$ cat src/rtl/midi_pkg.sv
// Shared MIDI definitions: status nibbles, controller numbers,
// parser-state and event enums, the event bundle and its decoder.
package midi_pkg;

    localparam logic [3:0] NOTE_OFF         = 4'h8;
    localparam logic [3:0] NOTE_ON          = 4'h9;
    localparam logic [3:0] CTRL             = 4'hB;
    localparam logic [6:0] CC_ALL_NOTES_OFF = 7'd123;

    typedef enum logic [1:0] {
        PS_IDLE  = 2'd0,
        PS_DATA1 = 2'd1,
        PS_DATA2 = 2'd2,
        PS_SKIP  = 2'd3
    } parse_state_e;

    typedef enum logic [1:0] {
        EV_NONE     = 2'd0,
        EV_NOTE_ON  = 2'd1,
        EV_NOTE_OFF = 2'd2,
        EV_ALL_OFF  = 2'd3
    } evt_type_e;

    typedef struct packed {
        evt_type_e  kind;
        logic [6:0] note;
        logic [6:0] vel;
    } midi_evt_t;

    // Turns a completed two-data-byte message into an event.
    // Note-on with zero velocity is a note-off by MIDI convention.
    function automatic midi_evt_t decode_evt(
        input logic [3:0] hi,
        input logic [6:0] d1,
        input logic [6:0] d2
    );
        midi_evt_t e;
        e.kind = EV_NONE;
        e.note = d1;
        e.vel  = d2;
        if (hi == NOTE_ON && d2 != 7'd0) begin
            e.kind = EV_NOTE_ON;
        end else if (hi == NOTE_ON || hi == NOTE_OFF) begin
            e.kind = EV_NOTE_OFF;
            e.vel  = 7'd0;
        end else if (hi == CTRL && d1 == CC_ALL_NOTES_OFF) begin
            e.kind = EV_ALL_OFF;
        end
        return e;
    endfunction

endpackage

$ cat src/rtl/midi_msg_parser.sv
// Byte-to-event parser with running status and channel filter.
// Ports: clk, reset_n, i_data/i_valid (byte strobe),
//        o_evt (registered event, one cycle), o_state (debug).
module midi_msg_parser
    import midi_pkg::*;
#(
    parameter logic [3:0] CHANNEL = 4'd0,
    parameter bit         OMNI    = 1'b0
) (
    input  logic       clk,
    input  logic       reset_n,
    input  logic [7:0] i_data,
    input  logic       i_valid,
    output midi_evt_t  o_evt,
    output logic [1:0] o_state
);

    parse_state_e r_state;
    parse_state_e w_state_nxt;
    logic [7:0]   r_status;
    logic [7:0]   w_status_nxt;
    logic [6:0]   r_d1;
    logic [6:0]   w_d1_nxt;
    midi_evt_t    r_evt;
    midi_evt_t    w_evt_nxt;

    logic w_is_rt;
    logic w_is_sys;
    logic w_is_chst;
    logic w_is_data;
    logic w_voice;
    logic w_chan_ok;

    // Byte classes are mutually exclusive and cover all 256 values.
    assign w_is_rt   = (i_data[7:3] == 5'b11111);
    assign w_is_sys  = (i_data[7:3] == 5'b11110);
    assign w_is_chst = i_data[7] && (i_data[7:4] != 4'hF);
    assign w_is_data = !i_data[7];

    assign w_voice   = (i_data[7:4] == NOTE_OFF) ||
                       (i_data[7:4] == NOTE_ON)  ||
                       (i_data[7:4] == CTRL);
    assign w_chan_ok = OMNI || (i_data[3:0] == CHANNEL);

    always_ff @(posedge clk or negedge reset_n) begin
        if (!reset_n) begin
            r_state  <= PS_IDLE;
            r_status <= 8'h00;
            r_d1     <= 7'd0;
            r_evt    <= '{kind: EV_NONE, note: 7'd0, vel: 7'd0};
        end else begin
            r_state  <= w_state_nxt;
            r_status <= w_status_nxt;
            r_d1     <= w_d1_nxt;
            r_evt    <= w_evt_nxt;
        end
    end

    always_comb begin
        w_state_nxt  = r_state;
        w_status_nxt = r_status;
        w_d1_nxt     = r_d1;
        w_evt_nxt    = '{kind: EV_NONE, note: 7'd0, vel: 7'd0};
        if (i_valid) begin
            unique case (1'b1)
                w_is_rt: begin
                end
                w_is_sys: begin
                    w_status_nxt = 8'h00;
                    w_state_nxt  = PS_SKIP;
                end
                // Rejected statuses are still kept so their
                // data bytes are swallowed in SKIP.
                w_is_chst: begin
                    w_status_nxt = i_data;
                    w_state_nxt  = (w_voice && w_chan_ok)
                                 ? PS_DATA1 : PS_SKIP;
                end
                w_is_data: begin
                    unique case (r_state)
                        PS_DATA1: begin
                            w_d1_nxt    = i_data[6:0];
                            w_state_nxt = PS_DATA2;
                        end
                        PS_DATA2: begin
                            w_evt_nxt   = decode_evt(r_status[7:4],
                                                     r_d1,
                                                     i_data[6:0]);
                            w_state_nxt = PS_DATA1;
                        end
                        default: begin
                        end
                    endcase
                end
                default: begin
                end
            endcase
        end
    end

    assign o_evt   = r_evt;
    assign o_state = r_state;

endmodule

$ cat src/rtl/midi_voice_alloc.sv
// MIDI note handler: parses channel-voice messages and allocates
// up to NVOICES voices (match -> free -> round-robin steal).
// Ports: clk, reset_n, rx_data/rx_ready (UART byte strobe);
//        voice_gate/note/vel/trig (packed per voice), steal,
//        parse_state (debug).
module midi_voice_alloc
    import midi_pkg::*;
#(
    parameter int         NVOICES = 8,
    parameter logic [3:0] CHANNEL = 4'd0,
    parameter bit         OMNI    = 1'b0
) (
    input  logic                   clk,
    input  logic                   reset_n,
    input  logic [7:0]             rx_data,
    input  logic                   rx_ready,
    output logic [NVOICES-1:0]     voice_gate,
    output logic [7*NVOICES-1:0]   voice_note,
    output logic [7*NVOICES-1:0]   voice_vel,
    output logic [NVOICES-1:0]     voice_trig,
    output logic                   steal,
    output logic [1:0]             parse_state
);

    localparam int PW = $clog2(NVOICES);
    localparam logic [PW-1:0] LAST = PW'(NVOICES - 1);

    midi_evt_t w_evt;

    logic [NVOICES-1:0] r_gate;
    logic [6:0]         r_note [NVOICES];
    logic [6:0]         r_vel  [NVOICES];
    logic [NVOICES-1:0] r_trig;
    logic               r_steal;
    logic [PW-1:0]      r_steal_ptr;

    logic               w_match_hit;
    logic [PW-1:0]      w_match_idx;
    logic               w_free_hit;
    logic [PW-1:0]      w_free_idx;
    logic [PW-1:0]      w_tgt;
    logic               w_do_steal;
    logic [NVOICES-1:0] w_off_mask;

    midi_msg_parser #(
        .CHANNEL (CHANNEL),
        .OMNI    (OMNI)
    ) u_parser (
        .clk     (clk),
        .reset_n (reset_n),
        .i_data  (rx_data),
        .i_valid (rx_ready),
        .o_evt   (w_evt),
        .o_state (parse_state)
    );

    // Scan from the top down so the lowest index is left standing.
    always_comb begin
        w_match_hit = 1'b0;
        w_match_idx = '0;
        w_free_hit  = 1'b0;
        w_free_idx  = '0;
        w_off_mask  = '0;
        for (int i = NVOICES - 1; i >= 0; i--) begin
            if (r_gate[i] && r_note[i] == w_evt.note) begin
                w_match_hit   = 1'b1;
                w_match_idx   = PW'(i);
                w_off_mask[i] = 1'b1;
            end
            if (!r_gate[i]) begin
                w_free_hit = 1'b1;
                w_free_idx = PW'(i);
            end
        end
    end

    always_comb begin
        w_do_steal = 1'b0;
        w_tgt      = r_steal_ptr;
        if (w_match_hit) begin
            w_tgt = w_match_idx;
        end else if (w_free_hit) begin
            w_tgt = w_free_idx;
        end else begin
            w_do_steal = 1'b1;
        end
    end

    always_ff @(posedge clk or negedge reset_n) begin
        if (!reset_n) begin
            r_gate      <= '0;
            r_trig      <= '0;
            r_steal     <= 1'b0;
            r_steal_ptr <= '0;
            for (int i = 0; i < NVOICES; i++) begin
                r_note[i] <= 7'd0;
                r_vel[i]  <= 7'd0;
            end
        end else begin
            r_trig  <= '0;
            r_steal <= 1'b0;
            unique case (w_evt.kind)
                EV_NOTE_ON: begin
                    r_gate[w_tgt] <= 1'b1;
                    r_note[w_tgt] <= w_evt.note;
                    r_vel[w_tgt]  <= w_evt.vel;
                    r_trig[w_tgt] <= 1'b1;
                    if (w_do_steal) begin
                        r_steal     <= 1'b1;
                        r_steal_ptr <= (r_steal_ptr == LAST)
                                     ? '0 : r_steal_ptr + 1'b1;
                    end
                end
                // note/vel stay put for the release stage.
                EV_NOTE_OFF: begin
                    r_gate <= r_gate & ~w_off_mask;
                end
                EV_ALL_OFF: begin
                    r_gate <= '0;
                end
                default: begin
                end
            endcase
        end
    end

    for (genvar g = 0; g < NVOICES; g++) begin : g_pack
        assign voice_note[7*g +: 7] = r_note[g];
        assign voice_vel[7*g +: 7]  = r_vel[g];
    end

    assign voice_gate = r_gate;
    assign voice_trig = r_trig;
    assign steal      = r_steal;

endmodule

$ cat config.mk
export PLATFORM = sky130hd
export DESIGN_NAME = midi_voice_alloc
export DESIGN_NICKNAME = d
export VERILOG_FILES = /design/src/rtl/midi_pkg.sv /design/src/rtl/midi_msg_parser.sv /design/src/rtl/midi_voice_alloc.sv
export SDC_FILE = /design/constraint.sdc
export NUM_CORES = 1
export LEC_CHECK = 0
export CORE_MARGIN = 1
export CORE_UTILIZATION = 56
export CTS_BUF_LIST = sky130_fd_sc_hd__clkbuf_16
export DETAILED_ROUTE_END_ITERATION = 16
export GPL_TIMING_DRIVEN = 0
export PLACE_DENSITY = 0.93
export SLEW_MARGIN = 40
export SYNTH_ARGS = -nofsm -noshare
export SYNTH_HDL_FRONTEND = slang
export SYNTH_SLANG_ARGS = --single-unit
$ cat constraint.sdc
create_clock -name clk -period 4.2 [get_ports clk]
set_input_delay 0.42 -clock clk [delete_from_list [all_inputs] [get_ports clk]]
set_output_delay 0.42 -clock clk [all_outputs]
set_load 0.1 [all_outputs]
## Yosys cells after proc, flatten, opt, wreduce, memory -nomap -nowiden

Cells that the tools add are included.

| word-level totals | value |
|---|---|
| flip-flop bits (word level) | 165 |
| bits of input ports | 11 |
| output and inout bits | 131 |
| word-level logic and storage cells | 154 |

| operators by class | value |
|---|---|
| add/sub/neg operators | 1 |
| magnitude comparators | 4 |
| equal/unequal tests | 24 |
| mux-type cells | 67 |
| bitwise operators | 5 |
| reduce and logical (&&, ||, !) cells | 27 |

Operator list:

| operator | count |
|---|---|
| 56-bit bitwise mux | 2 |
| 3-bit two-way mux | 19 |
| 7-bit equality test | 8 |
| 16-bit two-way mux | 3 |
| 1-bit two-way mux | 28 |
| 4-bit equality test (second input constant) | 6 |
| 8-bit case mux with 3 select lines | 1 |
| 7-bit demux with 3-bit select | 1 |
| 7-bit two-way mux | 3 |
| 8-bit case mux with 2 select lines | 1 |
| 1-bit logical AND | 14 |
| 2-bit two-way mux | 5 |
| 8-bit AND | 1 |
| 8-bit two-way mux | 1 |
| 4-bit inequality test (second input constant) | 2 |
| 8-bit inverter | 1 |
| 8-bit bitwise OR | 1 |
| 7-bit equality test (second input constant) | 1 |
| 7-bit nonzero test | 1 |
| 2-bit equality test (second input constant) | 3 |
| 2-bit case mux with 3 select lines | 1 |
| 3-bit AND reduction | 2 |
| 3-bit nonzero test | 2 |
| 5-bit equality test (second input constant) | 1 |
| other kinds (16) | 20 |

## Depth between registers and ports, before layout

Gate-level depths: netlist of run 1.

| depth | value |
|---|---|
| depth after elaboration | 17 |
| depth in mapped cells | 13 |
| depth with buffers taken out | 8 |

## Hierarchy

A second synthesis of run 1 with hierarchy kept.

| second synthesis, totals | value |
|---|---|
| cells, all modules | 550 |
| area total of the unflattened synthesis | 7628.6 µm² |

Modules (own cells, without submodules):

| module | instances | cells each | area an instance (µm²) | seq. area each (µm²) |
|---|---|---|---|---|
| midi_voice_alloc | 1 | 440 | 6324.8 | 3303.2 |
| midi_msg_parser | 1 | 110 | 1303.8 | 725.7 |

## Worst setup path after synthesis of run 1

OpenSTA, ideal clock, no wires.

| timing path | value |
|---|---|
| path kind | register to register |
| start | register r_note (netlist bit voice_note[51]) |
| end | register r_note (netlist bit voice_note[35]) |
| library setup time | 126 ps |
| arrival | 3175 ps |
| required time | 4074 ps |
| setup slack | 898 ps |
| stages on the path, launching flop included | 11 |
| path buffers | 2 |
| clock period less this slack | 3302 ps |
| path through | dfrtp_1 xnor2_2 nand4_2 nor4b_4 nor2b_1 o211ai_1 and3_1 buf_6 nor4_4 buf_8 mux2_4 |

| on the way | value |
|---|---|
| word-level cells in the longest chain between the ends | 17 |
| elaborated cells between the ends (all ways) | 26 |
| classes of those cells | order compare: 2; eq/ne: 1; mux: 20; bitwise: 1; reduce/logical: 2 |

Ends and longest elaborated chain:

| element | line | source |
|---|---|---|
| from (decl) | midi_voice_alloc.sv:31 | `logic [6:0] r_note [NVOICES];` |
| from (signal, indexed assignment) | midi_voice_alloc.sv:105 | `r_note[w_tgt] <= w_evt.note;` |
| 7-bit equality test * | midi_voice_alloc.sv:65 | `if (r_gate[i] && r_note[i] == w_evt.note) begin` |
| 1-bit logical AND * | midi_voice_alloc.sv:65 |  |
| 3-bit two-way mux or 1-bit two-way mux (tied branches) (8 in a row) | midi_voice_alloc.sv:65 |  |
| 3-bit two-way mux * | midi_voice_alloc.sv:80 | `if (w_match_hit) begin` |
| 3-bit inverter with 4-bit output (implied by the code) * | midi_voice_alloc.sv:105 |  |
| 4-bit >= comparator (implied by the code) or 4-bit by 1-bit < comparator with 1-bit output (tied branches) | midi_voice_alloc.sv:105 |  |
| 1-bit logical AND (implied by the code) | midi_voice_alloc.sv:105 |  |
| 7-bit two-way mux (implied by the code) | midi_voice_alloc.sv:105 |  |
| 7-bit demux with 3-bit select * | midi_voice_alloc.sv:105 |  |
| 56-bit bitwise mux * | midi_voice_alloc.sv:105 |  |

Every way passes the cells marked *; elsewhere a longest branch is shown, timed or not.
A chain may end at the register's enable or synchronous reset.

## Worst setup path after layout of run 1

| timing path | value |
|---|---|
| start | register u_parser.r_evt (netlist bit u_parser.o_evt[8]) |
| end | register r_note (netlist bit voice_note[29]) |

| on the way | value |
|---|---|
| word-level cells in the longest chain between the ends | 17 |
| elaborated cells between the ends (all ways) | 40 |
| classes of those cells | order compare: 2; eq/ne: 8; mux: 20; bitwise: 1; reduce/logical: 9 |

Ends and longest elaborated chain:

| element | line | source |
|---|---|---|
| from (decl) | midi_msg_parser.sv:24 | `midi_evt_t r_evt;` |
| from (signal assigned) | midi_msg_parser.sv:50 | `r_evt <= '{kind: EV_NONE, note: 7'd0, vel: 7'd0};` |
| from (signal assigned) | midi_msg_parser.sv:55 | `r_evt <= w_evt_nxt;` |
| 7-bit equality test | midi_voice_alloc.sv:65 |  |
| 1-bit logical AND | midi_voice_alloc.sv:65 |  |
| 3-bit two-way mux or 1-bit two-way mux (tied branches) (8 in a row) | midi_voice_alloc.sv:65 |  |
| 3-bit two-way mux | midi_voice_alloc.sv:80 |  |
| 3-bit inverter with 4-bit output (implied by the code) | midi_voice_alloc.sv:105 |  |
| 4-bit >= comparator (implied by the code) or 4-bit by 1-bit < comparator with 1-bit output (tied branches) | midi_voice_alloc.sv:105 |  |
| 1-bit logical AND (implied by the code) | midi_voice_alloc.sv:105 |  |
| 7-bit two-way mux (implied by the code) | midi_voice_alloc.sv:105 |  |
| 7-bit demux with 3-bit select | midi_voice_alloc.sv:105 |  |
| 56-bit bitwise mux * | midi_voice_alloc.sv:105 |  |

Marked as above.

==> results of run 1 <==
[cell families after synthesis]
logic type	share of synthesized area, %
AOI/OAI and AO/OA	4.09
xor gates and xnor gates	7.33
adders and majority gates	0.342
buffers and inverters	3.96
DFF	55.1
muxes	19.1
and+or+nand+nor	10.1
[sequential cells by signal, summed over array words and instances, names as in the netlist]
| name | count |
|---|---|
| u_parser.o_evt | 16 |
| steal | 1 |
| r_steal_ptr | 3 |
| voice_gate | 8 |
| voice_note | 56 |
| voice_trig | 8 |
| u_parser.r_status | 4 |
| u_parser.o_state | 2 |
| u_parser.r_d1 | 7 |
| voice_vel | 56 |
[stage by stage]
step | cells | setup TNS (ns) | util (%) | hold WS [ns]
2_1_floorplan | 531 | 0 | - | 0.124
3_3_place_gp | 844 | -533.69 | 70.5 | 0.460
3_5_place_dp | 846 | 0 | 65.8 | 0.275
4_1_cts | 877 | 0 | 70.4 | 0.438
5_1_grt | 877 | 0 | 70.4 | 0.456
6_report | 877 | 0 | 70.4 | 0.445
[cell usage in the layout, fill, tap and decap left out, drive strengths merged, types with 2 or more instances in the layout]
cell,count
nand2b,3
and3,5
xnor2,48
o21ai,15
a21boi,2
o211ai,2
a21oi,8
inv,7
nand4,12
a211oi,2
buf,159
clkinv,6
and2,14
nor2,15
nand2,25
a21o,9
clkinvlp,4
nor4b,3
or2,4
clkdlybuf4s50,9
ha,2
xor2,8
nor4,6
dfrtp,161
and2b,2
bufinv,3
mux2,121
nand3,5
nor3,14
clkbuf,19
[worst max-delay path, cell delays in order, from the launching register on]
cell and delay [ns]:
sky130_fd_sc_hd__dfrtp_1 0.37, sky130_fd_sc_hd__buf_6 0.15, sky130_fd_sc_hd__buf_8 0.15, sky130_fd_sc_hd__xnor2_1 0.15
sky130_fd_sc_hd__nand4_1 0.11, sky130_fd_sc_hd__nor4_2 0.50, sky130_fd_sc_hd__a21oi_1 0.23, sky130_fd_sc_hd__nand3_2 0.15
sky130_fd_sc_hd__nand3_1 0.25, sky130_fd_sc_hd__a211oi_4 0.55, sky130_fd_sc_hd__buf_6 0.24, sky130_fd_sc_hd__mux2_1 0.35
[final cells by class]
cell class                      count  area [µm²]
Buffer                             27         263
Clock buffer                       17         425
Clock inverter                     13         146
Fill cell                         868        3750
Inverter                            7        26.3
Multi-Input combinational cell    336        2990
Sequential cell                   161        4030
Tap cell                          172         215
Timing Repair Buffer              144         826
[power breakdown]
part,internal [mW],switching (mW),leakage [nW]
Sequential,1.57,0.0113,2.23
Combinational,0.0311,0.0588,2.27
Clock,0.916,0.586,0.269
[metal layers]
layer / global-route usage (%) / vias to the layer above / wire (µm)
li1: - / 2182 / -
met1: 32.2 / 2515 / 6630
met2: 47.3 / 188 / 9140
met3: 5.86 / 52 / 830
met4: 13.1 / 0 / 561
met5: 0 / - / 0
[synth_stat cells (all sizes together) (3+ instances only)]
| cell type | count |
|---|---|
| nor2 | 15 |
| mux2 | 121 |
| o21ai | 15 |
| inv | 7 |
| and3 | 5 |
| a21o | 9 |
| nand3 | 5 |
| or2 | 4 |
| nor4b | 3 |
| buf | 25 |
| xnor2 | 48 |
| nand2 | 25 |
| a21oi | 8 |
| nand2b | 3 |
| xor2 | 8 |
| nor4 | 6 |
| dfrtp | 161 |
| nor3 | 14 |
| and2 | 14 |
| nand4 | 12 |
[final timing paths]
path / from / endpoint / slack [ns] / depth (start not counted)
max: u_parser.o_evt[8]$_DFF_PN0_ / voice_note[29]$_DFFE_PN0P_ / 0.86 / 11
min: reset_n / voice_note[3]$_DFFE_PN0P_ / 0.44 / 2
max reg2reg: u_parser.o_evt[8]$_DFF_PN0_ / voice_note[29]$_DFFE_PN0P_ / 0.86 / 11
min reg2reg: u_parser.r_status[6]$_DFFE_PN0P_ / u_parser.r_status[6]$_DFFE_PN0P_ / 0.48 / 2
max in group asynchronous: reset_n / voice_vel[50]$_DFFE_PN0P_ / 2.80 / 4
min in group clk: u_parser.r_status[6]$_DFFE_PN0P_ / u_parser.r_status[6]$_DFFE_PN0P_ / 0.48 / 2
[repair_timing]
item,in CTS,in global routing
hold endpoints to repair,25,0
resized for setup,0,0
endpoints found under the setup margin,0,0
hold buffers,1,0
==> results summary, run 1 <==
After detailed routing, the average wire length per cell comes to approximately 20 µm. Yosys attributes the largest share of cell area to sky130_fd_sc_hd__dfrtp_1 55%, sky130_fd_sc_hd__mux2_2 15%, sky130_fd_sc_hd__xnor2_1 5.3%. The data arrival time of the critical path is 3.64 ns. The number of placement rows is between 40 and 50. The number of different library cells used by synthesis comes to 57.

The total placed instance area is between 8000 and 9000 µm². Entering global routing, the biggest net connects 76 pins. The setup clock skew after layout is slightly above 0.008 ns. Of the available clock period, the critical path in the final layout requires a little under 80%. After layout, the minimum clock period comes to about 3.3 ns. The critical path in this run is classified as flop to flop. In this run the remaining antenna-violating nets after routing total 0.

Summed over all cells, the static leakage comes to 4.76 nW. In this run the tightest slew margin relative to its limit is a little under three fifths. The count of TritonRoute iterations in the first routing pass came out at 5. The number of flip-flops and latches in the synthesized netlist came out at approximately 160. The final RePlAce weighted congestion came out at 0.873. The level count of the clock H-tree is 4. Yosys mapped a number of flops with a built-in enable equal to 0. The cell type with the highest aggregate area in the netlist is sky130_fd_sc_hd__dfrtp_1. Clock-pin slew was measured on the worst setup and hold paths at about 0.06 ns. The type of element launching the critical path is a flop.

The fraction of registers with async set or reset after synthesis is 100%. The quantity of I/O buffers inserted on ports is roughly 140. The via count of the first global-routing pass came to about 5,200. The vias per cell came out at around 5.6. The worst slack at placement came out at 0.912 ns. From bottom edge to top edge, the die measures ~120 µm. The maximum clock frequency is between 200 and 300 MHz.

The flow ran to the end, and the final reports show no timing, DRC or antenna violations. The endpoint type of the worst setup path is a flop. The detailed router's first-iteration violation count is between 200 and 250. The total wire length is around 17 mm. The layout overhead on the synthesized area is 22.1%. The overall routing resource usage is between 20% and 30%. The aggregate global routing overflow is 0. The share of layout cells above drive strength 1 is a little under half. The antenna diode count is 0. The tightest min-delay check is of the primary input to async pin type.

The net count of the mapped netlist came out at about 540. The floorplan step defined a die boundary enclosing about 14,000 µm². After legalization and detailed placement, the total HPWL measured between 10 and 15 mm. The tool flagged a number of max-cap violations equal to 0.

The number of antenna violations at the first check in global routing came out at 0. The power density over cell area is between 300 and 400 nW/µm². The total I/O pin count is between 100 and 150.

The clock buffer count from CTS came out at 17. The count of nets after finishing is about 700. The maximum root-to-sink buffer count came out at 2. The total number of clock tree sinks is 161.

The worst IR drop on VDD is about 0.28 mV. The global-route wire length before repair is about 27 mm. For the worst setup path, the data required time is ~4.5 ns.

The average footprint of a synthesized cell came out at 13.8 µm². The fraction of synthesized cell area taken by the top area cell type is ~55%. The cell area that synthesis handed to floorplanning was about 7300 µm². The count of yosys warnings during synthesis came out at 0.

Buffers added to address setup during post-CTS repair amount to 0. The overall power consumption is between 3 and 4 mW. The finished cells cover just under 9000 µm². The root buffer cell is sky130_fd_sc_hd__clkbuf_16. The number of hold-slack violations in the final timing report came out at 0.

The maximum fanout count along the critical path is 10. Setup repair after global routing left no endpoint under its margin. The clock tree from TritonCTS is done. The total setup violations reported at the end of the flow is 0.

The width of the die came out at 116 µm. The share of synthesized area occupied by flip-flops and latches is 55.1%. In the synthesized netlist, the number of instances is approximately 530.

The area of the placeable core is roughly 13,000 µm². The vias after detailed routing came out at 4,937. Setup slack closes at between 0.8 and 0.9 ns. The starting utilization of the core area came out at 57.7%. The most used flip-flop cell after synthesis is sky130_fd_sc_hd__dfrtp_1. The actual slew at the worst max-slew pin came out at about 0.64 ns. The remaining design rule violation count came out at 0.

The insertion delay of the later-clocked pin in the worst-skew pair is between 0.4 and 0.5 ns. The final max-slew violation count came out at 0.
No activity file was read; power rests on OpenSTA's default activity.
==> run 2, diff against run 1 <==
- CORE_UTILIZATION: 56 -> 47
- PLACE_DENSITY: 0.93 -> 0.84
- clock period: 4.2 -> 2.8 ns (I/O delays scaled with it)
==> run 2 against run 1 <==
  * Flip-flop and latch count unchanged
  * Wire length is 22% higher
  * Register-to-register slack got worse by 1.0 ns
  * First-iteration DRC count grew 32%
  * Sequential power is 49% higher
  * Fmax grew 14%
  * Hold slack worse by 0.21 ns
  * Non-clock buffer count grew 48
  * Die area grew 19%
  * Critical path depth rose by 2
  * Global-route usage fell by 3.0 points
  * The run now ends with negative setup slack left
==> results summary, run 2 (same netlist as run 1, synthesis figures left out) <==
Of all nets on the critical path, the largest fanout is 7. The final max-slew violation count is 0. The pin count of the biggest net entering global routing came out at 78. The worst-case setup margin in the final layout is -0.136 ns.

The global-route wire length before repair came out at about 29 mm. The vias per cell is roughly 5.6. The worst slack at placement is -0.537 ns. The count of nets after finishing is 755. The minimum period implied by the final worst setup slack came out at between 2 and 3 ns.

Setup violations remaining at the end of the flow were counted as 100. The area of the placeable core came out at 15,200 µm². The remaining design rule violation count is 0.

Global routing finished with a remaining overflow of 0. The congestion estimate from routability-driven global placement came to between 0.9 and 1. The worst IR drop on VDD came out at approximately 0.37 mV. The leakage power came out at approximately 5.1 nW. The H-tree was split into 4 levels.

The via count of the first global-routing pass is between 5,000 and 6,000. The setup clock skew after layout came out at 0.0132 ns. The proportion of power drawn by combinational gates came out at around 3.2%.

The final core area utilization came out at approximately two thirds. The critical path goes through buf_6 -> buf_4 -> xnor2_1 -> nand4_1 -> nor4_4 -> buf_4 -> a21oi_4 -> nand3_4 -> nand3_4 -> a211oi_4 -> buf_6 -> buf_8 -> mux2_4. The category of the critical setup timing path is flop to flop. The required time of the worst setup path is ~3.1 ns. The width of the die is 127 µm. The final clock period utilization by the worst path is 105%. The switching power share of the total is 22.8%. Across all hold checks on the routed design, the worst slack comes to 0.231 ns.

The flop-to-flop setup slack came out at -0.14 ns. Among all stages on the critical path, the largest delay is contributed by sky130_fd_sc_hd__nor4_4. TritonCTS built the clock tree. For this design the ratio of total power to cell area is about 460 nW/µm². The number of buffers and inverters on the critical path is 5. The floorplan die height is between 100 and 150 µm. The starting utilization of the core area came out at 48.1%.

The total number of clock tree sinks is approximately 160. The max-cap check violation count is 0. The number of antenna violations at the first check in global routing came out at 0.

Counting buffers and inverters, the worst setup path is 13 cells deep. The total wire length came out at 21.0 mm. The tree is rooted in a sky130_fd_sc_hd__clkbuf_16. The fill cell instance count of the final layout came out at between 900 and 1,000. In the final layout, the share of cells above drive strength 1 is ~63%. approximately 140 I/O pins were placed.

The checks that failed: negative setup slack. The post-detailed-route wirelength per cell came out at roughly 22 µm. Leaving out fill and tap cells, the most frequent cell in the layout is sky130_fd_sc_hd__buf_2. For this design the total switching power over the nets is between 1 and 1.5 mW. Across every metal layer, demand over resource in global routing totals between 20% and 30%.

The vias after detailed routing came out at around 5,300. The actual slew at the worst max-slew pin is 0.624 ns. Setup repair after global routing could not meet its margin everywhere. The maximum root-to-sink buffer count is 2. The count of buffers added on input and output ports is around 140. The run finished, with violations left. The sequential group share of total power came out at roughly half.

The fraction of power consumed by the clock network came out at between 40% and 50%. The antenna diode count came out at 0. The detailed router's first-iteration violation count is just over 300. In this run the worst hold path is classified as primary input to async pin. For the worst flop-to-flop path, the logic depth is 13. Internal power comes to between 3 and 4 mW. The die area came out at 16,000 µm².

The number of placement rows is 45. The maximum clock frequency is roughly 340 MHz. The clock buffer count from CTS came out at 17.

In this design, the stage delay of the slowest critical-path cell is 0.40 ns. Compared with the post-synthesis result, the final layout area differs by 40.3%. The worst slew slack as a fraction of its limit is 57.9%. The insertion delay of the later-clocked pin in the worst-skew pair came out at approximately 0.44 ns. The worst setup path is captured at a flop. The kind of cell adding the most delay to the critical path is simple AND/OR/NAND/NOR gates.

The type of element launching the critical path is a flop. The top cell types in the final layout, fill and taps aside, are 131 x sky130_fd_sc_hd__buf_2, 104 x sky130_fd_sc_hd__mux2_4, 98 x sky130_fd_sc_hd__dfrtp_1, 36 x sky130_fd_sc_hd__xnor2_1. After clock tree synthesis, the clock-pin slew on the worst setup and hold paths is roughly 0.060 ns.

The count of antenna-violating nets left after detailed routing came out at 0. Before antenna repair, the detailed router went through 5 iterations. At the worst endpoint, the arrival time is ~3.3 ns.

The number of hold-slack violations in the final timing report is 0. The detailed placer's ending HPWL is 12.5 mm.
## run 2: cell types whose count changed in the layout (fill, tap and decap cells not counted), moves of 8 or more
cell | before | now
sky130_fd_sc_hd__mux2_2 | 97 | 17
sky130_fd_sc_hd__buf_4 | 5 | 29
sky130_fd_sc_hd__mux2_1 | 16 | 0
sky130_fd_sc_hd__xnor2_1 | 44 | 36
sky130_fd_sc_hd__dfrtp_2 | 0 | 34
sky130_fd_sc_hd__dfrtp_4 | 0 | 29
sky130_fd_sc_hd__mux2_4 | 8 | 104
sky130_fd_sc_hd__buf_6 | 14 | 34
sky130_fd_sc_hd__dfrtp_1 | 161 | 98
## run 2: area by class of cell
type,count,area [µm²],area share (%)
Sequential cell,161,4180,40.8
Multi-Input combinational cell,336,3650,35.6
Timing Repair Buffer,194,1300,12.7
Clock buffer,17,425,4.15
Buffer,25,307,2.99
Tap cell,188,235,2.30
Clock inverter,15,123,1.20
Inverter,7,26.3,0.256
## run 2: what timing repair did
action / in CTS / in global routing
endpoints found under the hold margin: 161 / 0
cloned: 1 / 3
setup buffers: 26 / 21
pin swaps: 23 / 22
endpoints found under the setup margin: 127 / 114
resized for setup: 32 / 147
hold buffers: 1 / 0
## run 2: worst paths after layout
kind,to,startpoint
setup / recovery,voice_vel[34]$_DFFE_PN0P_,u_parser.o_evt[7]$_DFF_PN0_
hold / removal,voice_vel[43]$_DFFE_PN0P_,reset_n
setup reg to reg,voice_vel[34]$_DFFE_PN0P_,u_parser.o_evt[7]$_DFF_PN0_
hold reg to reg,u_parser.r_status[7]$_DFFE_PN0P_,u_parser.r_status[7]$_DFFE_PN0P_
max in group asynchronous,voice_note[18]$_DFFE_PN0P_,reset_n
min in group clk,u_parser.r_status[7]$_DFFE_PN0P_,u_parser.r_status[7]$_DFFE_PN0P_
## run 2: power groups by stage
stage / registers [mW] / logic (mW) / clock network [mW]
4_1_cts: 2.36 / 0.142 / 2.17
2_1_floorplan: 2.41 / 0.0444 / 0
6_report: 2.36 / 0.149 / 2.16
3_5_place_dp: 2.41 / 0.137 / 0
3_3_place_gp: 2.41 / 0.120 / 0
5_1_grt: 2.37 / 0.164 / 2.29
## run 2: metrics by stage
stage / std cells / TNS (ns) / instance area [µm²] / power, mW
5_1_grt: 943 / -15.34 / 10200 / 4.82
3_5_place_dp: 862 / -33.25 / 8530 / 2.55
6_report: 943 / -5.37 / 10200 / 4.68
3_3_place_gp: 860 / -829.81 / 9130 / 2.53
4_1_cts: 920 / 0 / 9450 / 4.68
2_1_floorplan: 531 / -0.257 / 7480 / 2.45
## run 2: layer usage
| layer | vias up | GRT usage [%] | part of all wire, % |
|---|---|---|---|
| li1 | 2266 | - | - |
| met1 | 2744 | 29.2 | 39 |
| met2 | 211 | 41.4 | 51 |
| met3 | 50 | 6.37 | 6.0 |
| met4 | 0 | 9.59 | 3.3 |
| met5 | - | 0 | 0 |
## run 2: worst register-to-register path: stages (launching register included)
cell and delay [ns]:
sky130_fd_sc_hd__dfrtp_1 0.37, sky130_fd_sc_hd__buf_6 0.15, sky130_fd_sc_hd__buf_4 0.14, sky130_fd_sc_hd__xnor2_1 0.15, sky130_fd_sc_hd__nand4_1 0.14, sky130_fd_sc_hd__nor4_4 0.40, sky130_fd_sc_hd__buf_4 0.21, sky130_fd_sc_hd__a21oi_4 0.08
sky130_fd_sc_hd__nand3_4 0.14, sky130_fd_sc_hd__nand3_4 0.12, sky130_fd_sc_hd__a211oi_4 0.31, sky130_fd_sc_hd__buf_6 0.16, sky130_fd_sc_hd__buf_8 0.13, sky130_fd_sc_hd__mux2_4 0.30
